[config.mk]
export PLATFORM = sky130hd
export DESIGN_NAME = lcd_sequencer
export DESIGN_NICKNAME = d
export VERILOG_FILES = /design/src/rtl/lcd_sequencer.sv
export SDC_FILE = /design/constraint.sdc
export NUM_CORES = 1
export LEC_CHECK = 0
export ABC_AREA = 1
export BUFFER_PORTS_ARGS = -buffer_cell sky130_fd_sc_hd__buf_2
export CORE_MARGIN = 2
export CORE_UTILIZATION = 31
export DETAILED_ROUTE_END_ITERATION = 7
export GPL_TIMING_DRIVEN = 0
export PLACE_DENSITY_LB_ADDON = 0.1
export SYNTH_ARGS = -nofsm -noshare
export SYNTH_HDL_FRONTEND = slang
export SYNTH_SLANG_ARGS = --single-unit
[constraint.sdc]
create_clock -name clk -period 2.6 [get_ports clk]
set_input_delay 0.26 -clock clk [delete_from_list [all_inputs] [get_ports clk]]
set_output_delay 0.26 -clock clk [all_outputs]
set_load 0.01 [all_outputs]
[src/rtl/lcd_sequencer.sv]
`default_nettype none
// ============================================================================
// lcd_sequencer : HD44780-style LCD write sequencer with power-up init.
// Optional cursor tracking / automatic line wrap: define LCD_WRAP_EN.
// Rev 1.0
// ============================================================================
module lcd_sequencer #(
  parameter logic [19:0] E_HIGH     = 20'h40000,
  parameter logic [19:0] INTER_WAIT = 20'h200,
  parameter logic [19:0] LONG_WAIT  = 20'h40000
) (
  input  logic       clk,
  input  logic       rst_n,
  input  logic       req_valid,
  input  logic       req_rs,
  input  logic [7:0] req_data,
  output logic       req_ready,
  output logic       init_done,
  output logic       e,
  output logic       rs,
  output logic [7:0] data_out
);

  typedef enum logic [1:0] {
    INIT   = 2'd0,
    STROBE = 2'd1,
    HOLD   = 2'd2,
    IDLE   = 2'd3
  } state_t;

  state_t      state_q;
  logic [19:0] cnt_q;
  logic [2:0]  idx_q;
  logic        e_q;
  logic        rs_q;
  logic [7:0]  data_q;
  logic        init_done_q;
  logic        long_d;

`ifdef LCD_WRAP_EN
  logic [3:0]  col_q;
  logic        line_q;
  logic        ins_pend_q;
  logic [7:0]  ins_data_q;
`endif

  function automatic logic [7:0] init_cmd(input logic [2:0] i);
    case (i)
      3'd0, 3'd1, 3'd2, 3'd3: init_cmd = 8'h3C;
      3'd4:                   init_cmd = 8'h08;
      3'd5:                   init_cmd = 8'h01;
      3'd6:                   init_cmd = 8'h06;
      default:                init_cmd = 8'h0C;
    endcase
  endfunction

  // Clear and home commands need the long settle time; the byte is still on the bus.
  assign long_d = !rs_q && (data_q == 8'h01 || data_q == 8'h02 || data_q == 8'h03);

  always_ff @(posedge clk or negedge rst_n) begin
    if (!rst_n) begin
      state_q     <= INIT;
      cnt_q       <= 20'd0;
      idx_q       <= 3'd0;
      e_q         <= 1'b0;
      rs_q        <= 1'b0;
      data_q      <= 8'h00;
      init_done_q <= 1'b0;
`ifdef LCD_WRAP_EN
      col_q       <= 4'd0;
      line_q      <= 1'b0;
      ins_pend_q  <= 1'b0;
      ins_data_q  <= 8'h00;
`endif
    end else begin
      case (state_q)
        INIT: begin
          e_q     <= 1'b1;
          rs_q    <= 1'b0;
          data_q  <= init_cmd(idx_q);
          cnt_q   <= E_HIGH;
          state_q <= STROBE;
        end
        STROBE: begin
          if (cnt_q != 20'd0) begin
            cnt_q <= cnt_q - 20'd1;
          end else begin
            e_q     <= 1'b0;
            cnt_q   <= long_d ? LONG_WAIT : INTER_WAIT;
            state_q <= HOLD;
          end
        end
        HOLD: begin
          if (cnt_q != 20'd0) begin
            cnt_q <= cnt_q - 20'd1;
          end else if (!init_done_q) begin
            if (idx_q == 3'd7) begin
              init_done_q <= 1'b1;
              state_q     <= IDLE;
`ifdef LCD_WRAP_EN
              col_q       <= 4'd0;
              line_q      <= 1'b0;
`endif
            end else begin
              // Chain straight into the next init strobe so the gap is exactly wait+1.
              idx_q   <= idx_q + 3'd1;
              e_q     <= 1'b1;
              rs_q    <= 1'b0;
              data_q  <= init_cmd(idx_q + 3'd1);
              cnt_q   <= E_HIGH;
              state_q <= STROBE;
            end
          end else begin
            state_q <= IDLE;
          end
        end
        IDLE: begin
`ifdef LCD_WRAP_EN
          if (ins_pend_q) begin
            ins_pend_q <= 1'b0;
            e_q        <= 1'b1;
            rs_q       <= 1'b0;
            data_q     <= ins_data_q;
            cnt_q      <= E_HIGH;
            state_q    <= STROBE;
          end else
`endif
          if (req_valid && req_ready) begin
            e_q     <= 1'b1;
            rs_q    <= req_rs;
            data_q  <= req_data;
            cnt_q   <= E_HIGH;
            state_q <= STROBE;
`ifdef LCD_WRAP_EN
            if (req_rs) begin
              if (col_q == 4'hF) begin
                col_q      <= 4'd0;
                line_q     <= ~line_q;
                ins_pend_q <= 1'b1;
                ins_data_q <= line_q ? 8'h80 : 8'hC0;
              end else begin
                col_q <= col_q + 4'd1;
              end
            end else if (req_data[7]) begin
              col_q  <= req_data[3:0];
              line_q <= req_data[6];
            end else if (req_data == 8'h01 || req_data == 8'h02 || req_data == 8'h03) begin
              col_q  <= 4'd0;
              line_q <= 1'b0;
            end
`endif
          end
        end
        default: state_q <= INIT;
      endcase
    end
  end

`ifdef LCD_WRAP_EN
  assign req_ready = (state_q == IDLE) && init_done_q && !ins_pend_q;
`else
  assign req_ready = (state_q == IDLE) && init_done_q;
`endif

  assign init_done = init_done_q;
  assign e         = e_q;
  assign rs        = rs_q;
  assign data_out  = data_q;

endmodule
`default_nettype wire

### Yosys cells after proc, flatten, opt, wreduce, memory -nomap -nowiden

Cells that the tools add are included.

| storage, ports and cells | value |
|---|---|
| input port bits | 12 |
| register bits after elaboration | 36 |

| operators by class | value |
|---|---|
| reductions and logical operators | 19 |
| equal/unequal tests | 26 |
| bitwise gates (word level) | 3 |
| multiplexer cells | 33 |
| add/sub/neg operators | 2 |

Operator list:

| cell | number |
|---|---|
| 2-to-1 mux 20 bit | 5 |
| case mux 20 bit (4 select lines) | 1 |
| case mux 6 bit (4 select lines) | 2 |
| 2-to-1 mux 8 bit | 4 |
| case mux 8 bit (3 select lines) | 1 |
| == test 3 bit (second input constant) | 7 |
| nonzero test 20 bit | 1 |
| subtractor 20 x 1 -> 20 bit (second input constant) | 1 |
| 2-to-1 mux 19 bit | 1 |
| == test 8 x 2 -> 1 bit (second input constant) | 2 |
| == test 3 x 2 -> 1 bit (second input constant) | 4 |
| 2-to-1 mux 1 bit | 11 |
| 2-to-1 mux 2 bit | 5 |
| != test 2 bit (second input constant) | 5 |
| AND reduction 5 bit | 2 |
| == test 8 x 1 -> 1 bit (second input constant) | 1 |
| case mux 2 bit (4 select lines) | 1 |
| OR reduction 4 bit | 2 |
| == test 3 x 1 -> 1 bit (second input constant) | 2 |
| logical NOT 3 bit | 2 |
| != test 3 bit (second input constant) | 2 |
| AND reduction 3 bit | 2 |
| == test 2 bit (second input constant) | 2 |
| case mux 1 bit (4 select lines) | 1 |
| other kinds (11) | 16 |

### Longest topological paths before layout

Gate-level depths: netlist of the first run.

| logic depth | value |
|---|---|
| word-level depth | 8 |
| gate-level depth with buffers | 12 |
| gate-level depth less buffers | 11 |

### Least setup slack after synthesis of the first run

OpenSTA, ideal clock, no wires.

| timing path | value |
|---|---|
| path kind | flip-flop to flip-flop |
| start point | register idx_q[0] |
| end point | register cnt_q[10] |
| arrival | 1.621 ns |
| library setup time | 0.113 ns |
| slack | 0.866 ns |
| period minus slack after synthesis | 1.734 ns |
| data required time | 2.487 ns |
| path buffers | 1 |
| cell stages (with the launch flop) | 10 |
| cell sequence | dfrtp_1 -> ha_1 -> ha_1 -> nor2_1 -> nor2_1 -> a21oi_1 -> buf_2 -> o21ai_0 -> nand2_1 -> inv_1 |

| between the ends | value |
|---|---|
| cells in the longest elaborated chain, start to end | 3 |

Ends and longest elaborated chain:

| what | line | source |
|---|---|---|
| from (decl) | 33 | `logic [2:0] idx_q;` |
| from (signal assigned) | 106 | `idx_q <= idx_q + 3'd1;` |
| == test 3 bit | 97 | `if (idx_q == 3'd7) begin` |
| != test 3 bit (no line) | n/a |  |
| AND reduction 3 bit (no line) | n/a |  |
| to (signal assigned) | 86 | `cnt_q <= cnt_q - 20'd1;` |
| to (signal assigned) | 89 | `cnt_q <= long_d ? LONG_WAIT : INTER_WAIT;` |
| to (signal assigned) | 95 | `cnt_q <= cnt_q - 20'd1;` |
| to (decl) | 32 | `logic [19:0] cnt_q;` |

No other way between the ends.
A chain may end at the register's enable or synchronous reset.

### Worst setup path in the final report of the first run

| timing path | value |
|---|---|
| start point | register idx_q[1] |
| end point | register cnt_q[10] |

The elaborated chain is that of the path after synthesis.

==> impl_metrics.tcl, run 1 <==
set metrics [dict create \
    htreeDepth 2 \
    slowest_stage "dfrtp_1" \
    rsz0062_at_grt "false" \
    antenna_found_initial 0 \
    synth-main-ff-cell "dfrtp_1" \
    worstMarginPinSlew_ns 0.855 \
    die-area_um2 8720 \
    grt_first_pass_wirelength_um 10200 \
    wl_per_cell_um 12.3 \
    wl_um 6030 \
    path_depth 9 \
    endpoint_kind "register" \
    synth_fa_ha_area_share_pct 6.06 \
    start_kind "register" \
    pwr_density_cell_nw_per_um2 360 \
    tns_ns 0 \
    ir_drop_mv 0.142 \
    hold_violations 0 \
    ys_seq_elements 36 \
    crit_type "register to register" \
    critical_path.max_fanout 10 \
    gp_congestion 0.789 \
    p_comb_share_pct 1.9 \
    grtUsageTotal_pct 14.9 \
    min_period_ns 2.07 \
    swShare_pct 22.8 \
    setup_violations 0 \
    die_h_um 93.4 \
    n_antenna_cell 0 \
    cts_buffer_depth 2 \
    synthTopCellsByCount "nand2_1 (90), nor2_1 (52), inv_1 (50), dfrtp_1 (36), nand3_1 (35)" \
    cts_inserted_buffers 5 \
    reg2reg_slack_ns 0.53 \
    final_util_pct 36.4 \
    core-area_um2 7730 \
    maxSlewHeadroom_pct 43.0 \
    status "finished, final reports clean" \
    fin_crit_sh_pct 79.6 \
    synth_edf_count 0 \
    grt.busiest_layer "met2" \
    grt_pass1_vias 2159 \
    vias_per_cell 4.57 \
    whs_ns 0.0734 \
    p_int_uw 782 \
    fmax_mhz 483 \
    nFillCells 862 \
    syn-instance-count 356 \
    drtIter0Drc 99 \
    netlist_area_um2 2480 \
    p_leak_nw 1.45 \
    port_buffers 23 \
    crit_chain "ha_1, ha_1, nor2_1, nor2_1, a21oi_1, buf_2, o21ai_0, nand2_1, inv_1" \
    yosysMostFrequentCell "nand2_1" \
    synthXorXnorAreaFrac_pct 1.06 \
    arrival_ns 2.27 \
    drcViolationCount 0 \
    yosys-top-cells-area "dfrtp_1 (36%), nand2_1 (14%), nor2_1 (7.9%)" \
    cp.required_ns 2.80 \
    synth-compound-area-share_pct 8.03 \
    cts_tree "built" \
    grt_use_met1_pct 20.7 \
    die_x_um 93.4 \
    grt_max_degree 37 \
    yosysWarningCount 0 \
    synth-simple-area-share_pct 38.6 \
    num_vias 2235 \
    hold_buffers 0 \
    cpLargestDelayFamily "simple AND/OR/NAND/NOR gates" \
    cap_violations 0 \
    syn_nets 380 \
    pwr-share-seq_pct 55.2 \
    p_sw_uw 231 \
    nets 410 \
    cts-resized-gates 0 \
    hpwl_um 4440 \
    layout-drive-gt1-share_pct 14.5 \
    worst-path-buf-inv 2 \
    skew_ns 0.00387 \
    synth_mux_area_share_pct 0 \
    fp-row-count 32 \
    hp-class "input port to async pin" \
    ant_nets 0 \
    initial_core_util_pct 32.1 \
    synth_cell_type_count 29 \
    met3_usage_pct 2.66 \
    ios 24 \
    cts.sinks 36 \
    async_reset_ff_share_pct 100 \
    area_growth_pct 13.4 \
    drv_slew 0 \
    drtPass1Iterations 4 \
    max_stage_delay_ns 0.42 \
    insertion_delay_ns 0.29 \
    post_cts_buffers 0 \
    yosysSeqAreaShare_pct 36.4 \
    pwr-share-clk_pct 42.9 \
    synth.avg_cell_area_um2 6.96 \
    clk_pin_slew_ns 0.08 \
    cts-root-buf "clkbuf_8" \
    reg2regPathDepth 9 \
    synth_area_leader_cell "dfrtp_1" \
    grt_use_met2_pct 23.5 \
    synth_top_family_by_area "simple AND/OR/NAND/NOR gates" \
    synth_top_area_share_pct 36.4 \
    overflow 0 \
]
[power groups by stage]
| stage | Sequential (mW) | Clock, mW | Combinational, mW |
|---|---|---|---|
| 6_report | 0.559 | 0.434 | 0.0192 |
| 5_1_grt | 0.559 | 0.481 | 0.0232 |
| 4_1_cts | 0.559 | 0.452 | 0.0208 |
| 2_1_floorplan | 0.571 | 0 | 0.00000134 |
| 3_5_place_dp | 0.571 | 0 | 0.0207 |
| 3_3_place_gp | 0.571 | 0 | 0.0211 |
[metrics by stage]
stage	cells	setup slack, ns	total power, mW	instance area [um2]
after floorplan	356	0.866	0.571	2480
after global placement	481	0.498	0.592	2720
after detailed placement	481	0.475	0.591	2720
after CTS	489	0.461	1.03	2810
after global routing	489	0.272	1.06	2810
final	489	0.530	1.01	2810
[path summary, 6_finish.rpt]
| path | startpoint | to |
|---|---|---|
| max in group asynchronous | rst_n | init_done |
| max | idx_q[1] | cnt_q[10] |
| min reg2reg | cnt_q[1] | cnt_q[1] |
| min in group clk | req_rs | rs |
| max reg2reg | idx_q[1] | cnt_q[10] |
| min | rst_n | rs |
[kinds of logic after synthesis]
family / Yosys count
and+or+nand+nor: 207
xor gates and xnor gates: 3
AOI/OAI and AO/OA: 38
DFF: 36
buffers and inverters: 60
adders and majority gates: 12
[cell type report]
class	count	area, um2	area share [%]
Clock buffer	8	90.1	3.21
Tap cell	102	128	4.54
Timing Repair Buffer	23	115	4.10
Inverter	53	199	7.08
Multi-Input combinational cell	260	1330	47.4
Buffer	7	46.3	1.65
Sequential cell	36	901	32.1
[routing by layer]
metal	vias up	wire, um
met5	-	0
met1	1026	3090
met4	0	69
met3	5	154
li1	1178	-
met2	26	2710
[worst reg2reg max path: stages (launching register included)]
cell	delay, ns
dfrtp_1	0.42
ha_1	0.23
ha_1	0.19
nor2_1	0.20
nor2_1	0.15
a21oi_1	0.28
buf_2	0.28
o21ai_0	0.12
nand2_1	0.08
inv_1	0.03
[registers in the layout, indices dropped and copies added (netlist names)]
name and flops:
e 1, init_done 1, rs 1, data_out 8
idx_q 3, cnt_q 20, state_q 2
[placed cells by master, fill, tap and decap left out]
master,netlist,final
nand2_1,90,90
nor2_1,52,52
inv_1,50,50
dfrtp_1,36,36
nand3_1,35,35
buf_2,4,27
a21oi_1,14,14
o21ai_1,12,12
ha_1,12,12
nand4_1,10,10
o21ai_0,9,9
clkbuf_8,0,6
nand2_2,5,5
nor2_4,4,4
clkbuf_1,1,3
inv_2,3,3
nor2_2,2,2
nand2_4,2,2
buf_6,2,2
nor3_1,2,2
xor2_1,2,2
nand3_2,1,1
nand3b_4,1,1
nand3b_1,1,1
nor2_8,1,1
o21ai_2,1,1
o31ai_1,1,1
a22oi_1,1,1
or2_2,1,1
xnor2_1,1,1
Note: power is estimated with default switching activity, not from simulation.
==> run 2: changes to the inputs <==
==> constraint.sdc (replaced) <==
create_clock -name clk -period 1.8 [get_ports clk]
set_input_delay 0.18 -clock clk [delete_from_list [all_inputs] [get_ports clk]]
set_output_delay 0.18 -clock clk [all_outputs]
set_load 0.01 [all_outputs]
==> run 2 against run 1 <==
  * The run now ends with hold timing left
  * Combinational power grew 46%
  * Via count is 3.4% higher
  * Utilization rose by 4.6 points
  * Final cell count rose by 3.9%
  * Wire length grew 4.4%
  * Critical endpoint is now cnt_q[12]
  * Sequential share of layout area decreased by 3.6 points
  * Critical path type unchanged
==> impl_metrics.tcl, run 2 (synthesis gave the netlist of run 1 again) <==
set metrics [dict create \
    pwr_density_cell_nw_per_um2 462 \
    ios 24 \
    layout-drive-gt1-share_pct 25.9 \
    drtPass1Iterations 4 \
    arrival_ns 1.95 \
    worst-path-buf-inv 3 \
    core-area_um2 7730 \
    crit_chain "inv_2, ha_4, nand3_4, nor2_4, nand2_2, nor2_4, nand2_4, buf_6, nand4_1, nand2_1, nand2_1, inv_1" \
    setup_violations 0 \
    insertion_delay_ns 0.29 \
    initial_core_util_pct 32.1 \
    status "finished with violations" \
    violations "hold timing" \
    slowest_stage "dfrtp_1" \
    antenna_found_initial 0 \
    min_period_ns 1.75 \
    wl_um 6290 \
    hold_violations 11 \
    worstMarginPinSlew_ns 0.865 \
    clk_pin_slew_ns 0.08 \
    ir_drop_mv 0.206 \
    final_util_pct 41.0 \
    critical_path.max_fanout 10 \
    die_h_um 93.4 \
    die_x_um 93.4 \
    cp.required_ns 2.00 \
    fmax_mhz 571 \
    cpLargestDelayFamily "simple AND/OR/NAND/NOR gates" \
    drtIter0Drc 110 \
    rsz0062_at_grt "true" \
    cts_buffer_depth 2 \
    cts_inserted_buffers 5 \
    design_area_um2 3170 \
    max_flop_register "cnt_q" \
    n_antenna_cell 0 \
    cts.sinks 36 \
    whs_ns -0.00289 \
    path_depth 12 \
    cts-root-buf "clkbuf_8" \
    largest_register_ffs 20 \
    drv_slew 0 \
    htreeDepth 2 \
    area_growth_pct 27.8 \
    cap_violations 0 \
    total_power_mw 1.46 \
    mostFrequentLayoutCell "nand2_1" \
    num_vias 2310 \
    fin_crit_sh_pct 97.3 \
    fp-row-count 32 \
    drcViolationCount 0 \
    ant_nets 0 \
    crit_type "register to register" \
    place_area_um2 2720 \
    hold_buffers 0 \
    reg2regPathDepth 12 \
    port_buffers 23 \
    hp-class "input port to async pin" \
    gp_congestion 0.789 \
    die-area_um2 8720 \
    overflow 0 \
    skew_ns 0.00551 \
    p_leak_nw 1.57 \
    tns_ns 0 \
    max_stage_delay_ns 0.40 \
    final_cell_mix "nand2_1 (88), nor2_1 (46), inv_1 (45), dfrtp_1 (36), nand3_1 (30)" \
    grt_first_pass_wirelength_um 10300 \
    grt_max_degree 37 \
    maxSlewHeadroom_pct 42.4 \
    vias_per_cell 4.55 \
    cts_tree "built" \
    wl_per_cell_um 12.4 \
    endpoint_kind "register" \
    start_kind "register" \
    grt_pass1_vias 2201 \
    grtUsageTotal_pct 15.1 \
    nets 429 \
    hpwl_um 4440 \
]
[run 2: per-layer routing]
metal	GRT usage [%]	routed length, um	up-vias
li1	-	-	1224
met1	20.7	3230	1065
met2	24.2	2860	16
met3	2.66	134	5
met4	4.78	70	0
met5	0	0	-
[run 2: final cells by class]
class	instances	area [um2]
plain buffers	7	68.8
clock buffers	8	90.1
fillers	828	4560
inverters	53	201
multi-input cells	260	1480
flip-flops and latches	36	901
well taps	102	128
repair buffers	42	295
[run 2: worst register-to-register path: stages (launching register included)]
cell	delay, ns
dfrtp_1	0.40
inv_2	0.10
ha_4	0.15
nand3_4	0.08
nor2_4	0.19
nand2_2	0.10
nor2_4	0.15
nand2_4	0.11
buf_6	0.17
nand4_1	0.07
nand2_1	0.05
nand2_1	0.05
inv_1	0.03
[run 2: what timing repair did]
item	4_1_cts	5_1_grt
buffers inserted	9	8
resized for setup	16	37
setup endpoints to repair	33	26
pin swaps	5	8
gates cloned	0	2
[run 2: path summary, 6_finish.rpt]
kind                            startpoint         to  slack, ns
worst max-delay path              cnt_q[0]  cnt_q[12]       0.05
worst min-delay path                 rst_n  cnt_q[15]     -0.003
worst min register to register    cnt_q[1]   cnt_q[1]       0.51
worst max register to register    cnt_q[0]  cnt_q[12]       0.05
max in group asynchronous            rst_n  cnt_q[19]       1.27
min in group clk                    req_rs         rs       0.19
[run 2: report_power, final]
part / switching, mW / internal [mW] / leakage, nW
logic: 0.0199 / 0.00826 / 1.15
clock network: 0.315 / 0.313 / 0.0455
registers: 0 / 0.808 / 0.378
[run 2: per-stage QoR]
stage	setup WS, ns	instances
floorplan	0.0664	356
global placement	-0.302	481
detailed placement	-0.325	481
CTS	0.00638	498
global route	-0.0479	508
finish	0.0479	508
